==> config.mk <==
export PLATFORM = sky130hd
export DESIGN_NAME = snes_event_queue_flat
export DESIGN_NICKNAME = d
export VERILOG_FILES = /design/src/rtl/snes_event_queue_pkg.sv /design/src/rtl/snes_event_queue_if.sv /design/src/rtl/snes_event_fifo.sv /design/src/rtl/snes_event_queue.sv /design/src/flat_wrapper.sv
export SDC_FILE = /design/constraint.sdc
export NUM_CORES = 1
export LEC_CHECK = 0
export BUFFER_PORTS_ARGS = -buffer_cell sky130_fd_sc_hd__buf_2
export CAP_MARGIN = 0
export CORE_ASPECT_RATIO = 0.6
export CORE_UTILIZATION = 53
export DETAILED_ROUTE_END_ITERATION = 6
export HOLD_SLACK_MARGIN = 0.15
export PLACE_DENSITY_LB_ADDON = 0.2
export SETUP_SLACK_MARGIN = 0.02
export SLEW_MARGIN = 20
export SYNTH_ARGS = -nofsm -noshare
export SYNTH_HDL_FRONTEND = slang
export SYNTH_SLANG_ARGS = --single-unit
==> constraint.sdc <==
create_clock -name clk -period 3.44 [get_ports clk]
set_input_delay 1.032 -clock clk [delete_from_list [all_inputs] [get_ports clk]]
set_output_delay 1.032 -clock clk [all_outputs]
set_load 0.05 [all_outputs]
==> src/rtl/snes_event_queue_pkg.sv <==
// Shared constants, types and scanner state encodings for the SNES controller event queue.
package snes_event_queue_pkg;

   localparam int unsigned SNES_BUTTON_COUNT = 12;
   localparam int unsigned EVENT_WIDTH       = 5;

   localparam int unsigned BTN_B      = 0;
   localparam int unsigned BTN_Y      = 1;
   localparam int unsigned BTN_SELECT = 2;
   localparam int unsigned BTN_START  = 3;
   localparam int unsigned BTN_UP     = 4;
   localparam int unsigned BTN_DOWN   = 5;
   localparam int unsigned BTN_LEFT   = 6;
   localparam int unsigned BTN_RIGHT  = 7;
   localparam int unsigned BTN_A      = 8;
   localparam int unsigned BTN_X      = 9;
   localparam int unsigned BTN_L      = 10;
   localparam int unsigned BTN_R      = 11;

   localparam logic [0:0] ST_IDLE = 1'b0;
   localparam logic [0:0] ST_SCAN = 1'b1;

   typedef logic [SNES_BUTTON_COUNT-1:0] btn_vec_t;
   typedef logic [EVENT_WIDTH-1:0]       event_t;

   // Index of the lowest set bit; 0 when the vector is empty.
   function automatic logic [3:0] lowest_set(input btn_vec_t v);
      lowest_set = 4'd0;
      for (int i = SNES_BUTTON_COUNT - 1; i >= 0; i--) begin
         if (v[i]) lowest_set = 4'(i);
      end
   endfunction

endpackage

==> src/rtl/snes_event_queue_if.sv <==
// Event stream handshake plus sticky overflow status between the queue and its consumer.
interface snes_event_queue_if;
   import snes_event_queue_pkg::*;

   logic   event_valid;
   logic   event_ready;
   event_t event_data;
   logic   overflow;
   logic   overflow_clear;

   modport master (
      output event_valid, event_data, overflow,
      input  event_ready, overflow_clear
   );

   modport slave (
      input  event_valid, event_data, overflow,
      output event_ready, overflow_clear
   );

endinterface

==> src/rtl/snes_event_fifo.sv <==
// First-word-fall-through FIFO; a push into a full FIFO is accepted only alongside a pop.
module snes_event_fifo #(
   parameter int unsigned WIDTH = 5,
   parameter int unsigned DEPTH = 8
) (
   input  logic             clk,
   input  logic             reset_n,
   input  logic             i_push,
   input  logic [WIDTH-1:0] i_push_data,
   input  logic             i_pop,
   output logic             o_full,
   output logic             o_empty,
   output logic [WIDTH-1:0] o_head
);

   localparam int unsigned AW = $clog2(DEPTH);

   logic [WIDTH-1:0] r_mem [DEPTH];
   logic [AW-1:0]    r_wr_ptr;
   logic [AW-1:0]    r_rd_ptr;
   logic [AW:0]      r_count;
   logic             w_do_push;
   logic             w_do_pop;

   assign o_full    = (r_count == (AW+1)'(DEPTH));
   assign o_empty   = (r_count == '0);
   assign w_do_pop  = i_pop & ~o_empty;
   assign w_do_push = i_push & (~o_full | w_do_pop);
   assign o_head    = o_empty ? '0 : r_mem[r_rd_ptr];

   always_ff @(posedge clk or negedge reset_n) begin
      if (!reset_n) begin
         r_wr_ptr <= '0;
         r_rd_ptr <= '0;
         r_count  <= '0;
      end else begin
         if (w_do_push) r_wr_ptr <= r_wr_ptr + AW'(1);
         if (w_do_pop)  r_rd_ptr <= r_rd_ptr + AW'(1);
         case ({w_do_push, w_do_pop})
            2'b10:   r_count <= r_count + (AW+1)'(1);
            2'b01:   r_count <= r_count - (AW+1)'(1);
            default: r_count <= r_count;
         endcase
      end
   end

   always_ff @(posedge clk) begin
      if (w_do_push) r_mem[r_wr_ptr] <= i_push_data;
   end

endmodule

==> src/rtl/snes_event_queue.sv <==
// Turns SNES button level changes into press/release events, one per cycle in index order.
module snes_event_queue
   import snes_event_queue_pkg::*;
#(
   parameter int unsigned FIFO_DEPTH = 8
) (
   input  logic                clk,
   input  logic                reset_n,
   input  btn_vec_t            button_state,
   output btn_vec_t            snapshot,
   snes_event_queue_if.master  evt
);

   btn_vec_t   r_in_q;
   btn_vec_t   r_snapshot;
   btn_vec_t   r_pending;
   logic [0:0] r_state;
   logic       r_overflow;

   logic [3:0] w_idx;
   btn_vec_t   w_pending_nxt;
   logic       w_push;
   event_t     w_push_data;
   logic       w_pop;
   logic       w_full;
   logic       w_empty;
   event_t     w_head;
   logic       w_drop;

   assign w_idx         = lowest_set(r_pending);
   assign w_pending_nxt = r_pending & ~(btn_vec_t'(1) << w_idx);
   assign w_push        = (r_state == ST_SCAN);
   assign w_push_data   = {r_snapshot[w_idx], w_idx};
   assign w_pop         = evt.event_valid & evt.event_ready;
   assign w_drop        = w_push & w_full & ~w_pop;

   // Changes arriving while scanning wait in r_in_q; IDLE reports the net change later.
   always_ff @(posedge clk or negedge reset_n) begin
      if (!reset_n) begin
         r_in_q     <= '0;
         r_snapshot <= '0;
         r_pending  <= '0;
         r_state    <= ST_IDLE;
      end else begin
         r_in_q <= button_state;
         case (r_state)
            ST_IDLE: begin
               if (r_in_q != r_snapshot) begin
                  r_pending  <= r_in_q ^ r_snapshot;
                  r_snapshot <= r_in_q;
                  r_state    <= ST_SCAN;
               end
            end
            ST_SCAN: begin
               r_pending <= w_pending_nxt;
               if (w_pending_nxt == '0) r_state <= ST_IDLE;
            end
            default: r_state <= ST_IDLE;
         endcase
      end
   end

   always_ff @(posedge clk or negedge reset_n) begin
      if (!reset_n) begin
         r_overflow <= 1'b0;
      end else if (w_drop) begin
         r_overflow <= 1'b1;
      end else if (evt.overflow_clear) begin
         r_overflow <= 1'b0;
      end
   end

   snes_event_fifo #(
      .WIDTH (EVENT_WIDTH),
      .DEPTH (FIFO_DEPTH)
   ) u_fifo (
      .clk         (clk),
      .reset_n     (reset_n),
      .i_push      (w_push),
      .i_push_data (w_push_data),
      .i_pop       (w_pop),
      .o_full      (w_full),
      .o_empty     (w_empty),
      .o_head      (w_head)
   );

   assign evt.event_valid = ~w_empty;
   assign evt.event_data  = w_head;
   assign evt.overflow    = r_overflow;
   assign snapshot        = r_snapshot;

endmodule

==> src/flat_wrapper.sv <==
// flat-port wrapper written by rule: the top's interface ports become plain ports
module snes_event_queue_flat import snes_event_queue_pkg::*;
#(
   parameter int unsigned FIFO_DEPTH = 8
)
  (clk, reset_n, button_state, snapshot, evt_event_valid, evt_event_data, evt_overflow, evt_event_ready, evt_overflow_clear);
  snes_event_queue_if evt_i ();
  input  logic clk;
  input  logic reset_n;
  input  btn_vec_t button_state;
  output btn_vec_t snapshot;
  output wire logic [$bits(evt_i.event_valid)-1:0] evt_event_valid;
  output wire logic [$bits(evt_i.event_data)-1:0] evt_event_data;
  output wire logic [$bits(evt_i.overflow)-1:0] evt_overflow;
  input wire logic [$bits(evt_i.event_ready)-1:0] evt_event_ready;
  input wire logic [$bits(evt_i.overflow_clear)-1:0] evt_overflow_clear;
  assign evt_event_valid = evt_i.event_valid;
  assign evt_event_data = evt_i.event_data;
  assign evt_overflow = evt_i.overflow;
  assign evt_i.event_ready = evt_event_ready;
  assign evt_i.overflow_clear = evt_overflow_clear;
  snes_event_queue #(.FIFO_DEPTH(FIFO_DEPTH)) u_core (.clk(clk), .reset_n(reset_n), .button_state(button_state), .snapshot(snapshot), .evt(evt_i));
endmodule
Word-level counts from Yosys, hierarchy flattened
Memories as Yosys holds them, arrays and structs flattened.
Cells that the tools add are included.
{"block": "totals", "ff_bits": 48, "latchBits": 0, "ram_bits": 40, "romBits": 0, "in_bits": 16, "word_cells": 63, "memories": 1}
{"block": "op_classes", "addsub": 4, "multipliers": 0, "div": 0, "n_lt_le_gt_ge": 1, "n_eq_ne": 5, "n_shift": 1, "n_mux": 25, "bitwise": 13, "reduce_logical": 5}
{"memory": "u_core.u_fifo.r_mem", "depth": 8, "width": 5, "rd": 1, "rd_clocked_by_memory_dff": 0, "write_ports": 1, "line": "snes_event_fifo.sv:18", "text": "logic [WIDTH-1:0] r_mem [DEPTH];"}
{"cell": "$mux W4", "count": 12}
{"cell": "$pmux W12 S2", "count": 1}
{"cell": "$and A12 B12 Y12", "count": 1}
{"cell": "$logic_not A12 Y1", "count": 1}
{"cell": "$mux W12", "count": 1}
{"cell": "$ne A12 B12 Y1", "count": 1}
{"cell": "$not A12 Y12", "count": 1}
{"cell": "$shl A1 B4 Y12 const A", "count": 1}
{"cell": "$xor A12 B12 Y12", "count": 1}
{"cell": "$pmux W4 S2", "count": 1}
{"cell": "$mux W1", "count": 7}
{"cell": "$add A3 B1 Y3 const B", "count": 2}
{"cell": "$and A1 B1 Y1", "count": 5}
{"cell": "$lt A4 B5 Y1 const B", "count": 1}
{"cell": "$mux W5", "count": 1}
{"cell": "$add A4 B1 Y4 const B", "count": 1}
{"cell": "$bmux W1 S4", "count": 1}
{"cell": "$eq A4 B4 Y1 const B", "count": 1}
{"cell": "$logic_not A4 Y1", "count": 1}
{"cell": "$not A1 Y1", "count": 4}
{"cell": "$reduce_bool A2 Y1", "count": 2}
{"cell": "$sub A4 B1 Y4 const B", "count": 1}
{"cell": "$eq A2 B1 Y1 const B", "count": 1}
{"cell": "$eq A2 B2 Y1 const B", "count": 1}
{"cell": "other kinds (4)", "count": 4}

Depth between registers and ports, before layout
{"block": "depth", "word_depth": 18, "depth_mapped": 11, "depth_no_buf": 11}

Modules after synthesis
A second synthesis with hierarchy kept.
{"block": "hier_totals", "cells_unflattened": 310, "area_unflattened_um2": 4090.2}
{"mod": "snes_event_fifo", "instances": 1, "cells_each": 121, "area_per_inst_um2": 2125.8, "seq_area_each_um2": 1451.4}
{"mod": "snes_event_queue", "instances": 1, "cells_each": 189, "area_per_inst_um2": 1964.4, "seq_area_each_um2": 950.9}

Least setup slack after synthesis
Ideal clock, no wire load.
{"block": "synth_path", "kind": "reg-to-reg", "from": "reg u_core.u_fifo.r_count[0]", "to": "reg u_core.u_fifo.r_count[3]", "setup_ns": 0.125, "arrival_time_ns": 2.823, "path_slack_ns": 0.492, "path_stages_with_launch": 12, "path_buffers": 0, "synth_period_minus_slack_ns": 2.948, "cell_sequence": "dfrtp_1 > nor4_1 > inv_1 > nand2_1 > inv_1 > ha_1 > ha_1 > a21o_1 > a21oi_1 > xnor2_1 > nor2_1 > xor2_1"}
{"block": "synth_via", "elab_chain_cells": 8}
{"item": "start, declared", "line": "snes_event_fifo.sv:21", "text": "logic [AW:0] r_count;"}
{"item": "start signal, assigned", "line": "snes_event_fifo.sv:40", "text": "2'b10: r_count <= r_count + (AW+1)'(1);"}
{"item": "start signal, assigned", "line": "snes_event_fifo.sv:41", "text": "2'b01: r_count <= r_count - (AW+1)'(1);"}
{"item": "start signal, assigned", "line": "snes_event_fifo.sv:42", "text": "default: r_count <= r_count;"}
{"item": "$logic_not A4 Y1 (*)", "line": "snes_event_fifo.sv:26", "text": "assign o_empty = (r_count == '0);"}
{"item": "$not A1 Y1 (*)", "line": "snes_event_queue.sv:87", "text": "assign evt.event_valid = ~w_empty;"}
{"item": "via evt_event_valid", "line": "flat_wrapper.sv:12", "text": "output wire logic [$bits(evt_i.event_valid)-1:0] evt_event_valid;"}
{"item": "$and A1 B1 Y1", "line": "snes_event_queue.sv:34", "text": "assign w_pop = evt.event_valid & evt.event_ready;"}
{"item": "$and A1 B1 Y1 (*)", "line": "snes_event_fifo.sv:27", "text": "assign w_do_pop = i_pop & ~o_empty;"}
{"item": "via u_core.u_fifo.w_do_pop", "line": "snes_event_fifo.sv:23", "text": "logic w_do_pop;"}
{"item": "$or A1 B1 Y1", "line": "snes_event_fifo.sv:28", "text": "assign w_do_push = i_push & (~o_full | w_do_pop);"}
{"item": "$and A1 B1 Y1", "line": "snes_event_fifo.sv:28"}
{"item": "$eq A2 B1 Y1 or $eq A2 B2 Y1 (tied branches)", "line": "snes_event_fifo.sv:39", "text": "case ({w_do_push, w_do_pop})"}
{"item": "$pmux W4 S2 or $reduce_bool A2 Y1 (tied branches)"}
The timed path passes the listed nets; every way through them passes the cells marked *.
A chain may end at the register's enable or synchronous reset.

Worst setup path in the final report
{"block": "layout_path", "from": "reg u_core.u_fifo.r_rd_ptr[0]", "to": "out evt_event_data[3]"}
{"block": "layout_via", "elab_chain_cells": 2}
{"item": "start, declared", "line": "snes_event_fifo.sv:20", "text": "logic [AW-1:0] r_rd_ptr;"}
{"item": "start signal, assigned", "line": "snes_event_fifo.sv:38", "text": "if (w_do_pop) r_rd_ptr <= r_rd_ptr + AW'(1);"}
{"item": "$mem_v2 Z8 W5"}
{"item": "$mux W5", "line": "snes_event_fifo.sv:29", "text": "assign o_head = o_empty ? '0 : r_mem[r_rd_ptr];"}
{"item": "end, declared", "line": "flat_wrapper.sv:13", "text": "output wire logic [$bits(evt_i.event_data)-1:0] evt_event_data;"}
No other way between the ends.

==> flow_metrics.tcl <==
set metrics [dict create \
    fp-row-count 24 \
    yosys-top-cells-area "dfrtp_1 (30%), edfxtp_1 (30%), mux4_2 (5.6%)" \
    routabilityCongestion 0.924 \
    met2_usage_pct 29.9 \
    regArea_sq_mm 0.00240 \
    path_cells "buf_4 -> mux4_2 -> mux2i_1 -> nor2_1 -> buf_2" \
    use_met3_pct 6.82 \
    cts_max_level 3 \
    synthArstFlopShare_pct 54.5 \
    first_pass_iters 4 \
    grt_max_degree 49 \
    synth_edf_count 40 \
    cts-resized-gates 0 \
    finalCritPeriodShare_pct 84.4 \
    vias_per_cell 5.70 \
    syn_nets 324 \
    fill_cells 575 \
    grtUsageMet1_pct 36.6 \
    cts_buffers 9 \
    postCtsSetupRepairBufs 0 \
    grt_first_pass_wirelength_microns 13100 \
    antenna_found_initial 0 \
    chipWidth_microns 114 \
    cts-root-buf "clkbuf_16" \
    crit_start "u_core.u_fifo.r_rd_ptr[0]" \
    grt_overflow 0 \
    hold_viol 0 \
    max_freq_ghz 0.344 \
    r2r-start "u_core.r_pending[10]" \
    setup_viol 0 \
    holdCritStartpoint "u_core.u_fifo.r_count[3]" \
    core_region_area_sq_mm 0.00730 \
    vias 2584 \
    ys_seq_area_share_pct 59.7 \
    path_buf_inv 2 \
    track_usage_pct 22.8 \
    cts_tree "built" \
    final_cell_mix "dfrtp_1 (48), edfxtp_1 (40), buf_2 (34), nor2_1 (23), xnor2_1 (17)" \
    syn_area_sq_mm 0.00402 \
    critPathTopFamily "multiplexers" \
    tightest_slew_ps 675 \
    fin_setup_tns_ps 0 \
    drc_errors 0 \
    multi_input_area_sq_mm 0.00149 \
    numClockSinks 88 \
    avgSynthCellArea_sq_um 13.3 \
    utilization_pct 63.5 \
    crit_path_max_fanout 12 \
    crit_path_end_kind "output port" \
    drtAntennaViolNets 0 \
    die_h_microns 69.5 \
    drv_cap 0 \
    slowest_stage "mux4_2" \
    fin_cells 453 \
    first_global_vias 2407 \
    fin_nets 366 \
    slowest_delay_ps 540 \
    slew_headroom_pct 54.7 \
    cts_hold_buf 0 \
    status "completed" \
    synthToLayoutAreaGrowth_pct 15.2 \
    gr-max-usage-layer "met1" \
    synth-main-ff-cell "dfrtp_1" \
    portBuffers 34 \
    insertion_delay_ps 340 \
    ys_types 50 \
    wl_microns 8260 \
    wl_per_cell_microns 18.2 \
    antenna_cells 0 \
    drive_above_1_share_pct 25.8 \
    io_pins 35 \
    drt_iter0_drc 182 \
    dp_hpwl_microns 5770 \
    required_ps 2410 \
    clk_pin_slew_worst_paths_ps 60 \
    yosysTopAreaCellShare_pct 29.9 \
    start_util_pct 55.1 \
    finalCriticalPeriod_ps 2900 \
    syn_inst 302 \
    crit_path_start_kind "flip-flop" \
    die_area_sq_mm 0.00795 \
    mostFrequentLayoutCell "dfrtp_1" \
    place_inst 437 \
    hp-class "reg -> reg" \
    finClkSkew_ps 5.12 \
    finalMaxSlewViolations 0 \
    yosys_warnings 0 \
    criticalPathCategory "reg -> out" \
    synth_top_area_cell "dfrtp_1" \
    critical_path_arrival_ps 1870 \
    rsz0062_at_grt "false" \
    ys_ff_latch 88 \
    clockBufferDepth 2 \
]
flip-flops by register name (all words and copies together), names as in the netlist:
register	count
u_core.evt.overflow	1
u_core.r_in_q	12
u_core.r_pending	12
u_core.r_state	1
u_core.snapshot	12
u_core.u_fifo.r_count	4
u_core.u_fifo.r_mem	40
u_core.u_fifo.r_rd_ptr	3
u_core.u_fifo.r_wr_ptr	3
routing by layer:
layer	vias up	part of all wire (%)
met5	-	0
met2	94	41
met4	0	1.1
li1	1210	-
met3	10	7.4
met1	1270	51
layout make-up:
type,instances,area share [%]
Multi-Input combinational cell,187,32.0
Tap cell,104,2.81
Sequential cell,88,51.8
Clock inverter,4,1.05
Inverter,16,1.30
Clock buffer,12,5.99
Timing Repair Buffer,42,4.97
cells in the mapped netlist (5+ instances only):
master    count
mux2i_1      11
o21ai_0      16
ha_1          5
inv_1        14
nor2_1       23
o22ai_1       5
a21oi_1      11
mux2_2       13
nand2_1      13
nand2b_1      6
edfxtp_1     40
dfrtp_1      48
mux4_2       10
nor3_1        5
xnor2_1      17
metrics by stage:
| stage | worst slack [ps] | hold slack, ps | area [sq um] |
|---|---|---|---|
| 2_1_floorplan | 492 | 465 | 4020 |
| 3_3_place_gp | 613 | 486 | 4310 |
| 3_5_place_dp | 556 | 498 | 4310 |
| 4_1_cts | 495 | 505 | 4630 |
| 5_1_grt | 395 | 528 | 4630 |
| 6_report | 537 | 500 | 4630 |
logic make-up after synthesis:
group / Yosys count / share of synthesized area (%)
mux: 34 / 12.0
simple gates: 67 / 8.31
flops: 88 / 59.7
buf+inv: 27 / 3.36
xor+xnor: 19 / 4.14
fa+ha+maj: 6 / 2.05
compound gates: 61 / 10.5
worst paths after layout:
path	to	slack, ps	cells past startpoint
hold reg to reg	u_core.u_fifo.r_count[3]	500	1
setup / recovery	evt_event_data[3]	540	5
max in group asynchronous	u_core.u_fifo.r_wr_ptr[1]	2220	2
min in group asynchronous	u_core.r_pending[7]	790	2
setup reg to reg	u_core.u_fifo.r_mem[5][4]	820	6
hold / removal	u_core.u_fifo.r_count[3]	500	1
Power is not shown: default switching activity piles up to over one toggle a cycle in this logic, so the estimate is an artifact.
